File: src/rtl/gauss_window_ctrl.sv
// Sequencer for the 3x3 Gaussian pipe. It accepts raster pixels, drives the line-buffer
// shift, and emits registered window-valid, border code and centre coordinates.
module gauss_window_ctrl #(
   parameter int IMG_W = 640,
   parameter int IMG_H = 480,
   parameter int CNT_W = 12
) (
   input  logic             clk,
   input  logic             rst_n,
   input  logic             start,
   input  logic             s_valid,
   output logic             s_ready,
   input  logic             m_ready,
   output logic             lb_shift,
   output logic             win_valid,
   output logic [3:0]       corner_type,
   output logic [CNT_W-1:0] out_row,
   output logic [CNT_W-1:0] out_col,
   output logic             busy,
   output logic             frame_done
);

   typedef enum logic [2:0] {IDLE, PRIME, RUN, FLUSH, DRAIN} state_t;

   localparam logic [CNT_W-1:0] LAST_COL = CNT_W'(IMG_W - 1);
   localparam logic [CNT_W-1:0] LAST_ROW = CNT_W'(IMG_H - 1);
   localparam logic [CNT_W-1:0] ONE      = CNT_W'(1);

   state_t           state;
   logic [CNT_W-1:0] in_row, in_col;
   logic [CNT_W-1:0] win_row, win_col;
   logic [CNT_W-1:0] flush_cnt;

   // Valid/ready: a transfer happens on a cycle where both valid and ready are high;
   // the output window may only be replaced when it is empty or being taken.
   logic win_free, accept, flush_shift, make_win;

   assign win_free    = !win_valid || m_ready;
   assign s_ready     = rst_n && ((state == PRIME) || ((state == RUN) && win_free));
   assign accept      = s_valid && s_ready;
   assign flush_shift = rst_n && (state == FLUSH) && win_free;
   assign lb_shift    = accept || flush_shift;
   assign make_win    = ((state == RUN) && accept) || flush_shift;
   assign busy        = (state != IDLE);

   function automatic logic [3:0] code_of(input logic [CNT_W-1:0] r, input logic [CNT_W-1:0] c);
      logic [3:0] code;
      if (r == '0)
         code = (c == '0) ? 4'd1 : (c == LAST_COL) ? 4'd2 : 4'd7;
      else if (r == LAST_ROW)
         code = (c == '0) ? 4'd5 : (c == LAST_COL) ? 4'd6 : 4'd7;
      else
         code = (c == '0) ? 4'd3 : (c == LAST_COL) ? 4'd4 : 4'd8;
      return code;
   endfunction

   always_ff @(posedge clk) begin
      if (!rst_n) begin
         state       <= IDLE;
         in_row      <= '0;
         in_col      <= '0;
         win_row     <= '0;
         win_col     <= '0;
         flush_cnt   <= '0;
         win_valid   <= 1'b0;
         corner_type <= 4'd0;
         out_row     <= '0;
         out_col     <= '0;
         frame_done  <= 1'b0;
      end else begin
         frame_done <= 1'b0;

         // A new window replaces the current one, even when it is handed over this cycle.
         if (make_win) begin
            win_valid   <= 1'b1;
            corner_type <= code_of(win_row, win_col);
            out_row     <= win_row;
            out_col     <= win_col;
            if (win_col == LAST_COL) begin
               win_col <= '0;
               win_row <= win_row + ONE;
            end else begin
               win_col <= win_col + ONE;
            end
         end else if (win_valid && m_ready) begin
            win_valid   <= 1'b0;
            corner_type <= 4'd0;
         end

         if (accept) begin
            if (in_col == LAST_COL) begin
               in_col <= '0;
               in_row <= in_row + ONE;
            end else begin
               in_col <= in_col + ONE;
            end
         end

         case (state)
            IDLE: begin
               if (start) begin
                  state     <= PRIME;
                  in_row    <= '0;
                  in_col    <= '0;
                  win_row   <= '0;
                  win_col   <= '0;
                  flush_cnt <= CNT_W'(IMG_W);
               end
            end
            PRIME: begin
               if (accept && (in_row == ONE) && (in_col == '0))
                  state <= RUN;
            end
            RUN: begin
               if (accept && (in_row == LAST_ROW) && (in_col == LAST_COL))
                  state <= FLUSH;
            end
            FLUSH: begin
               // Counts down from IMG_W so that IMG_W+1 shifts are issued.
               if (flush_shift) begin
                  if (flush_cnt == '0)
                     state <= DRAIN;
                  else
                     flush_cnt <= flush_cnt - ONE;
               end
            end
            DRAIN: begin
               if (win_free) begin
                  state      <= IDLE;
                  frame_done <= 1'b1;
               end
            end
            default: state <= IDLE;
         endcase
      end
   end

endmodule

File: config.mk
export PLATFORM = sky130hd
export DESIGN_NAME = gauss_window_ctrl
export DESIGN_NICKNAME = d
export VERILOG_FILES = /design/src/rtl/gauss_window_ctrl.sv
export SDC_FILE = /design/constraint.sdc
export NUM_CORES = 1
export LEC_CHECK = 0
export ABC_AREA = 1
export CAP_MARGIN = 10
export CORE_MARGIN = 2
export CORE_UTILIZATION = 55
export DETAILED_ROUTE_END_ITERATION = 12
export PLACE_DENSITY_LB_ADDON = 0.15
export SYNTH_ARGS = -nofsm -noshare
export SYNTH_HDL_FRONTEND = slang
export SYNTH_SLANG_ARGS = --single-unit
File: constraint.sdc
create_clock -name clk -period 3.86 [get_ports clk]
set_clock_uncertainty 0.1 [all_clocks]
set_input_delay 0.772 -clock clk [delete_from_list [all_inputs] [get_ports clk]]
set_output_delay 0.772 -clock clk [all_outputs]
set_load 0.03 [all_outputs]
==> run metrics <==
first-pass detailed-route iteration total 5; CP bufs+invs 3; clock transition at the registers of the reported paths approximately 90 ps; post_cts resized 0; critical path class in2out; Synth area leaders dfxtp_1 (38%), nand2_1 (13%), nor2_1 (7.7%); Post-synth top cells nand2_1 (168), nor2_1 (101), dfxtp_1 (93); worst reg2reg path depth 11; status complete, no violations; Post-Syn Nets 742; initial drt markers 200; area of the multi-input gates 2610 µm²; RSZ-0062 raised after global routing no; CP dominant cell by count nand2_4; die height 98.6 µm; fill count between 800 and 900; Crit-path slowest cell clkdlybuf4s50_1; Buffers on Ports 37; CP required between 2000 and 3000 ps; Max Clk Rate 0.339 GHz; #FFs+latches synth 93; first-pass GRT wire length between 15000 and 20000 µm; Worst Max-Slew Pin Slew 595 ps; Yosys top cell by area dfxtp_1; vias per cell 5.38; Max Slew Vio Count 0; Final #Nets 773; Yosys warnings 0; Synth-to-Final Area Change 11.8%; register area 1860 µm²; Min-Delay Path Class reg2reg; most common cell in the synthesized netlist nand2_1; minimum clock period around 2900 ps; sequential share of the synthesized area 0.378; CORE AREA between 8000 and 9000 µm²; hold path cells 2; worst-skew pair later-pin latency 360 ps; Starting Density 0.567; Rows 34; chip width 98.6 µm; vias in the first global route 4315; WL/cell 12.9 µm; Post-Syn Area 4920 µm²; final worst-path cycle share 0.763; Pwr Total 0.00285 W; Routed Antenna Nets 0; share of cells above drive strength 1 0.0682; setup_tns 0 ps; Startpoint Class input pin; max-cap violations 0; critical path arrival a little over 2000 ps; post-synthesis async set-or-reset flop share 0; GPL Wtd Cong 0.902; largest net degree at the start of global routing 46; # DRC 0; Hold Buf Count CTS 0; Mapped Cells 727; Post CTS Setup Buffer Count 0; VDD IR max 0.000209 V; Max-slew headroom 0.600; DRT Wirelength ~11000 µm; CTS tree done; ANT cells 0; Netlist cell types 39; post-DP HPWL between 8000 and 9000 µm; GR Util All Layers 0.239; Synth top area share 0.378; CTS Sinks 93; crit end category primary output; ys flop type dfxtp_1; Avg Cell Area, Syn 6.77 µm²; TritonCTS buffer count 9; Overflow after GRT 0; initial antenna violation count 0; number of synthesized flops with an enable pin 0; Lkg Pwr 2.03 nW; cell at the root of the clock tree clkbuf_8; Longest Clk Path Bufs 2; Final Hold Fails 0; delay-heaviest family, CP buffers and inverters; Placed Cells between 800 and 900; via count between 4000 and 5000; level count of the clock H-tree 3; final setup fails 0; die area 9720 µm²; # IOs 38; Finished Layout Cells 870; cell depth of the worst setup path 8; crit path cell chain clkdlybuf4s50_1 -> inv_1 -> a21oi_2 -> nand2_2 -> nand2_4 -> nand2_4 -> nand2_1 -> buf_4; critical-path maximum fanout 13; max incr delay on CP 520 ps; Power Dens Cells ~520 nW/µm²
-- power by group --
part           total, W  leakage (nW)  internal, W  switching [W]
clock network  0.000651        0.0850     0.000299       0.000353
registers       0.00113         0.752      0.00106      0.0000787
logic           0.00106          1.19     0.000362       0.000700
total           0.00285          2.03      0.00172        0.00113
-- area by class of cell --
| type | instances | share of cell area |
|---|---|---|
| clock inverter | 5 | 0.0111 |
| multi-input combinational | 532 | 0.474 |
| timing repair buffer | 42 | 0.0732 |
| tap | 108 | 0.0246 |
| inverter | 80 | 0.0550 |
| sequential | 93 | 0.338 |
| clock buffer | 10 | 0.0232 |
-- per-stage QoR --
stage                     hold WS, ps  instance area [µm²]  setup WS, ps   util
final                             377                 5500           914  0.634
after global routing              407                 5500           827  0.634
after CTS                         381                 5500           908  0.634
after detailed placement          366                 5310           695  0.612
after global placement            363                 5310           784  0.612
after floorplan                   357                 4920          1300      -
-- layer usage --
metal	up-vias	share of wire	GRT usage
li1	2426	-	-
met1	2117	0.47	0.311
met2	119	0.48	0.404
met3	15	0.044	0.0461
met4	0	0.011	0.0727
met5	-	0	0
-- registers in the layout, summed over array words and instances (netlist names) --
register,flops
in_col,12
state,3
frame_done,1
out_col,12
win_valid,1
win_row,12
corner_type,4
in_row,12
out_row,12
flush_cnt,12
win_col,12
-- final timing paths --
path	from	endpoint	slack, ps
setup / recovery	m_ready	lb_shift	910
hold / removal	out_col[0]	out_col[0]	380
setup reg to reg	state[0]	win_col[5]	1520
hold reg to reg	out_col[0]	out_col[0]	380
-- logic make-up (layout without fill, tap and decap cells) --
logic type	Yosys count	count (layout)	share of synthesized area
AND/OR/NAND/NOR	375	375	0.334
flip-flops	93	93	0.378
adder cells (fa/ha/maj)	10	10	0.0254
XOR/XNOR	14	14	0.0249
AO/OA/AOI/OAI	133	133	0.146
buffers and inverters	102	137	0.0913
-- worst reg2reg max path, delay by kind of cell (launching register included) --
kind                   cells  cell delay, ps
AO/OA/AOI/OAI              1              50
buffers and inverters      1             100
flip-flops                 1             360
AND/OR/NAND/NOR            9            1630
-- cell usage in the layout, fill, tap and decap left out, types with 3 or more instances in the layout --
master,synthesis,final
nand2_1,168,168
nor2_1,101,101
dfxtp_1,93,93
inv_1,75,75
a21oi_1,67,67
o21ai_0,54,54
nand3_1,37,37
clkdlybuf4s50_1,0,35
nor3_1,24,24
nand4_1,18,18
xor2_1,10,10
ha_1,10,10
clkbuf_8,0,9
buf_4,5,7
nand2_2,5,5
nor2_2,5,5
nand2_4,4,4
xnor2_1,4,4
a211oi_2,4,4
inv_2,3,3
nand3b_1,3,3
clkinvlp_4,0,3
Note: power is estimated with default switching activity, not from simulation.
